$ cat config.mk
export PLATFORM = sky130hd
export DESIGN_NAME = movw_unit
export DESIGN_NICKNAME = d
export VERILOG_FILES = /design/src/rtl/movw_unit.sv
export SDC_FILE = /design/constraint.sdc
export NUM_CORES = 1
export LEC_CHECK = 0
export ABC_AREA = 1
export CORE_ASPECT_RATIO = 0.75
export CORE_MARGIN = 2
export CORE_UTILIZATION = 47
export DETAILED_ROUTE_END_ITERATION = 16
export DONT_BUFFER_PORTS = 1
export PLACE_DENSITY = 0.73
export SLEW_MARGIN = 20
export SYNTH_ARGS = -nofsm -noshare
export SYNTH_HDL_FRONTEND = slang
export SYNTH_SLANG_ARGS = --single-unit
$ cat constraint.sdc
create_clock -name clk -period 1.8 [get_ports clk]
set_input_delay 0.54 -clock clk [delete_from_list [all_inputs] [get_ports clk]]
set_output_delay 0.54 -clock clk [all_outputs]
set_load 0.03 [all_outputs]
$ cat src/rtl/movw_unit.sv
// Move-wide execution unit: MOVZ/MOVN/MOVK in a two-stage valid/ready pipeline, with
// forwarding of the last result so back-to-back MOVK chains to one register need no bubbles.
module movw_unit #(
  parameter int unsigned DATA_W = 64,
  parameter int unsigned IMM_W  = 16,
  parameter int unsigned REG_AW = 5,
  parameter int unsigned SH_W   = $clog2(DATA_W / IMM_W)
) (
  input  logic              clk,
  input  logic              reset,
  input  logic              flush,
  input  logic              in_valid,
  output logic              in_ready,
  input  logic [1:0]        in_op,
  input  logic [IMM_W-1:0]  in_imm,
  input  logic [SH_W-1:0]   in_shift,
  input  logic [REG_AW-1:0] in_rd,
  input  logic [DATA_W-1:0] in_replacee,
  input  logic              ext_wr_valid,
  input  logic [REG_AW-1:0] ext_wr_rd,
  output logic              out_valid,
  input  logic              out_ready,
  output logic [DATA_W-1:0] out_data,
  output logic [REG_AW-1:0] out_rd,
  output logic              out_err
);

  localparam logic [1:0]        OpMovz  = 2'b00;
  localparam logic [1:0]        OpMovn  = 2'b01;
  localparam logic [1:0]        OpMovk  = 2'b10;
  localparam logic [REG_AW-1:0] ZeroReg = '1;

  // Stage A: captured request
  logic              a_valid_q, a_valid_d;
  logic [1:0]        a_op_q, a_op_d;
  logic [IMM_W-1:0]  a_imm_q, a_imm_d;
  logic [SH_W-1:0]   a_shift_q, a_shift_d;
  logic [REG_AW-1:0] a_rd_q, a_rd_d;
  logic [DATA_W-1:0] a_repl_q, a_repl_d;

  // Stage B: result, drives the outputs
  logic              b_valid_q, b_valid_d;
  logic [DATA_W-1:0] b_data_q, b_data_d;
  logic [REG_AW-1:0] b_rd_q, b_rd_d;
  logic              b_err_q, b_err_d;

  // Forward register L
  logic              l_valid_q, l_valid_d;
  logic [REG_AW-1:0] l_rd_q, l_rd_d;
  logic [DATA_W-1:0] l_data_q, l_data_d;

  logic              advance_b;
  logic              a_to_b;
  logic              accept;
  logic              fwd_hit;
  logic              l_load;
  int unsigned       pos;
  logic [DATA_W-1:0] field;
  logic [DATA_W-1:0] mask;
  logic [DATA_W-1:0] src;
  logic [DATA_W-1:0] res_data;
  logic              res_err;

  assign advance_b = !b_valid_q || out_ready;
  assign in_ready  = !reset && !flush && (!a_valid_q || advance_b);
  assign accept    = in_valid && in_ready;
  assign a_to_b    = a_valid_q && advance_b && !flush;

  assign out_valid = b_valid_q && !flush;
  assign out_data  = b_data_q;
  assign out_rd    = b_rd_q;
  assign out_err   = b_err_q;

  // Result computation for the op sitting in stage A
  always_comb begin
    pos      = 32'(a_shift_q) * IMM_W;
    field    = DATA_W'(a_imm_q) << pos;
    mask     = DATA_W'({IMM_W{1'b1}}) << pos;
    fwd_hit  = l_valid_q && (l_rd_q == a_rd_q);
    src      = fwd_hit ? l_data_q : a_repl_q;
    res_data = '0;
    res_err  = 1'b0;
    case (a_op_q)
      OpMovz:  res_data = field;
      OpMovn:  res_data = ~field;
      OpMovk:  res_data = (src & ~mask) | field;
      default: res_err  = 1'b1;
    endcase
  end

  assign l_load = a_to_b && !res_err && (a_rd_q != ZeroReg);

  always_comb begin
    a_valid_d = a_valid_q;
    a_op_d    = a_op_q;
    a_imm_d   = a_imm_q;
    a_shift_d = a_shift_q;
    a_rd_d    = a_rd_q;
    a_repl_d  = a_repl_q;
    b_valid_d = b_valid_q;
    b_data_d  = b_data_q;
    b_rd_d    = b_rd_q;
    b_err_d   = b_err_q;
    l_valid_d = l_valid_q;
    l_rd_d    = l_rd_q;
    l_data_d  = l_data_q;

    if (a_to_b) a_valid_d = 1'b0;
    if (accept) begin
      a_valid_d = 1'b1;
      a_op_d    = in_op;
      a_imm_d   = in_imm;
      a_shift_d = in_shift;
      a_rd_d    = in_rd;
      a_repl_d  = in_replacee;
    end

    if (b_valid_q && out_ready) b_valid_d = 1'b0;
    if (a_to_b) begin
      b_valid_d = 1'b1;
      b_data_d  = res_data;
      b_rd_d    = a_rd_q;
      b_err_d   = res_err;
    end

    // The local op is younger than a coincident external write, so a load overrides it
    if (ext_wr_valid && (ext_wr_rd == l_rd_q)) l_valid_d = 1'b0;
    if (l_load) begin
      l_valid_d = 1'b1;
      l_rd_d    = a_rd_q;
      l_data_d  = res_data;
    end

    if (flush) begin
      a_valid_d = 1'b0;
      b_valid_d = 1'b0;
      l_valid_d = 1'b0;
    end
  end

  always_ff @(posedge clk) begin
    if (reset) begin
      a_valid_q <= 1'b0;
      a_op_q    <= '0;
      a_imm_q   <= '0;
      a_shift_q <= '0;
      a_rd_q    <= '0;
      a_repl_q  <= '0;
      b_valid_q <= 1'b0;
      b_data_q  <= '0;
      b_rd_q    <= '0;
      b_err_q   <= 1'b0;
      l_valid_q <= 1'b0;
      l_rd_q    <= '0;
      l_data_q  <= '0;
    end else begin
      a_valid_q <= a_valid_d;
      a_op_q    <= a_op_d;
      a_imm_q   <= a_imm_d;
      a_shift_q <= a_shift_d;
      a_rd_q    <= a_rd_d;
      a_repl_q  <= a_repl_d;
      b_valid_q <= b_valid_d;
      b_data_q  <= b_data_d;
      b_rd_q    <= b_rd_d;
      b_err_q   <= b_err_d;
      l_valid_q <= l_valid_d;
      l_rd_q    <= l_rd_d;
      l_data_q  <= l_data_d;
    end
  end

endmodule

==> run summary <==
CP arrival - 2.35 ns
HPWL Detailed - 21.6 mm
max frequency - 518 MHz
Worst R2R Start - a_rd_q[1]$_SDFFE_PP0P_
WL/cell - 17.3 microns
P per Cell Area - 901 nW/um^2
DR vias/cell - 5.47
Die Ht - 138 microns
FF-to-FF path depth - 13
CTS tree - yes
Bufs on Longest Clock Path - 3
R2R Path End - out_data[24]$_SDFFE_PP0P_
initial antenna violation count - 1
type of destination of the critical path - flop
Setup Viol. Count Final - 101
largest net degree at the start of global routing - 147
antenna viol nets, final - 0
H-Tree Depth - 1
vias post-DR - 11.5k
Placed Cells - 2032
Synth Area in Adders - 0%
Clock Latency Late Sink - 0.53 ns
Main synth FF type - dfxtp_1
DR iter-0 viols - 1345
Pleak - 6.27 nW
CTS Root Cell - clkbuf_16
complex-gate fraction of the synthesized area - 11.4%
Commonest cells post-synth - nand2_1, inv_1, nand3_1
unrepaired setup endpoints after global routing - yes
setup ws final - -0.131 ns
All-Layer GR Usage - 26.1%
Final Hold Fails - 0
clk_skew - 0.0116 ns
min Tclk post-route - 1.93 ns
top post-synthesis cells by area - dfxtp_1, nand2_1, nand3_1
Clock transition at path regs - 0.06 ns
mux cell area share after synthesis - 0%
crit path kind - flop to flop
Max FO, Critical Path - 8
DRT Wirelength - 36.4 mm
first-pass GRT wire length - 53.7 mm
cell taking the most area after synthesis - dfxtp_1
count leader, synth - nand2_1
largest family of logic cells by synthesized area - simple AND/OR/NAND/NOR gates
Cell Area, Synth - 11300 sq um
CTS buffer count - 24
CP startpoint kind - flop
Die Area - 25400 sq um
hold_sp - in_imm[10]
Hold Path Sink - a_imm_q[10]$_SDFFE_PP0P_
area share of the largest cell type after synthesis - 40.8%
syn nets - 1897
number of I/O pins - 172
DR pass1 iterations - 6
Final Cycle Share - 107%
WHS - 0.176 ns
Horiz. Die Dim - 183 microns
Yosys warning count - 0
GP Congestion - 0.815
hold crit path type - primary input to flop
fin nets - 1880
clock sinks - 231
Avg Cell Area, Syn - 6.30 sq um
synthesized instance count - 1797
XOR/XNOR Fraction of Synth Area - 0.155%
Rows - 49
Post-CTS Hold Buffers - 0
maximum vdd drop - 0.889 mV
Worst Path Required - 2.22 ns
vias in the first global route - 10.3k
Least-Margin Pin Slew - 0.534 ns
Core ar. - 23800 sq um
input/output buffers - 0
Worst slew margin - 64.3%
Async SR Flop Fraction - 0%
DRC viols - 0
Max-Cap Viols - 0
Post-synth EDFFs - 0
register area share after synthesis - 40.8%
Max Transition Viols Final - 0
Layout Cells excl Fill - 2104
failing checks - setup timing
outcome - finished, violations left
setup total negative slack - -6.28 ns
starting density of the core - 47.5%
Unique masters post-synth - 21
hold depth - 2
area delta synth->final - 20.0%
grt total ovfl - 0
R2R setup slack - -0.13 ns
share of cells above drive strength 1 - 13.1%
#FFs+latches synth - 231
Post-Synth Simple-Gate Area - 33.6%
[worst max path at each step]
stage | start | end | slack (ns) | cells after the start
3_3_place_gp | out_ready | a_op_q[1]$_SDFFE_PP0P_ | 0.08 | 8
6_report | a_rd_q[1]$_SDFFE_PP0P_ | out_data[24]$_SDFFE_PP0P_ | -0.13 | 13
3_5_place_dp | out_ready | a_repl_q[38]$_SDFFE_PP0P_ | 0.03 | 8
4_1_cts | b_valid_q$_SDFFE_PP0P_ | in_ready | -0.09 | 6
2_1_floorplan | out_ready | in_ready | 0.11 | 5
5_1_grt | a_rd_q[1]$_SDFFE_PP0P_ | l_data_q[24]$_SDFFE_PP0P_ | -0.23 | 13
[sequential cells by signal (all words and copies together) (netlist names)]
name	cells
l_data_q	64
a_repl_q	64
l_rd_q	5
a_shift_q	2
a_op_q	2
out_err	1
a_imm_q	16
out_data	64
l_valid_q	1
a_rd_q	5
out_rd	5
a_valid_q	1
b_valid_q	1
[power by group]
part | internal, W | total (W) | switching (W) | leakage (nW)
Clock | 0.00338 | 0.00549 | 0.00211 | 0.420
Sequential | 0.00532 | 0.00556 | 0.000234 | 1.88
Combinational | 0.000408 | 0.00119 | 0.000782 | 3.96
[routing by layer]
layer / global-route usage (%) / vias to the layer above / part of all wire, %
met2: 39.4 / 585 / 43
met1: 37.3 / 5255 / 44
met4: 10.1 / 0 / 4.1
met3: 4.45 / 99 / 9.4
li1: - / 5568 / -
met5: 0 / - / 0
[worst max-delay path: stages (launching register included)]
cell and delay, ns:
dfxtp_1 0.37, inv_1 0.07, nand2_1 0.11, nand3_2 0.11, nor2_4 0.33, buf_12 0.17, clkbuf_16 0.16, nand3_1 0.07
nand3_1 0.09, nand2_1 0.06, nand2_1 0.09, nand3_2 0.07, nand2_1 0.08, inv_1 0.04
[stage by stage]
| stage | instance area, sq um | power, W | utilization, % | setup WS [ns] |
|---|---|---|---|---|
| after floorplan | 11300 | 0.00643 | - | 0.107 |
| after global placement | 11800 | 0.00669 | 49.3 | 0.0769 |
| after detailed placement | 11800 | 0.00672 | 49.3 | 0.0315 |
| after CTS | 12700 | 0.0122 | 53.4 | -0.0887 |
| after global routing | 13600 | 0.0126 | 57.0 | -0.226 |
| final | 13600 | 0.0122 | 57.0 | -0.131 |
[layout by cell type (no fill, tap or decap), drive strengths merged, types with 5 or more instances in the layout]
cell type,count
bufinv,5
dfxtp,231
nand3,274
buf,62
clkbuf,41
nand2,490
inv,279
a21oi,166
o21ai,87
nor2,149
[kinds of logic after synthesis]
group | count (synthesis)
simple gates | 915
flops | 231
xor+xnor | 2
buf+inv | 393
compound gates | 256
[timing repair]
item	4_1_cts	5_1_grt
setup endpoints to repair	1	129
gates cloned	2	10
setup buffers	4	12
resized for setup	8	120
pin swaps	1	51
hold endpoints to repair	0	0
[final cells by class]
class	instances	area (sq um)
timing repair buffer	70	1040
sequential	231	4630
inverter	280	1060
multi-input combinational	1173	5620
fill	2218	10300
antenna	1	2.50
clock buffer	35	693
clock inverter	8	165
tap	306	383
No activity file was read; power rests on OpenSTA's default activity.
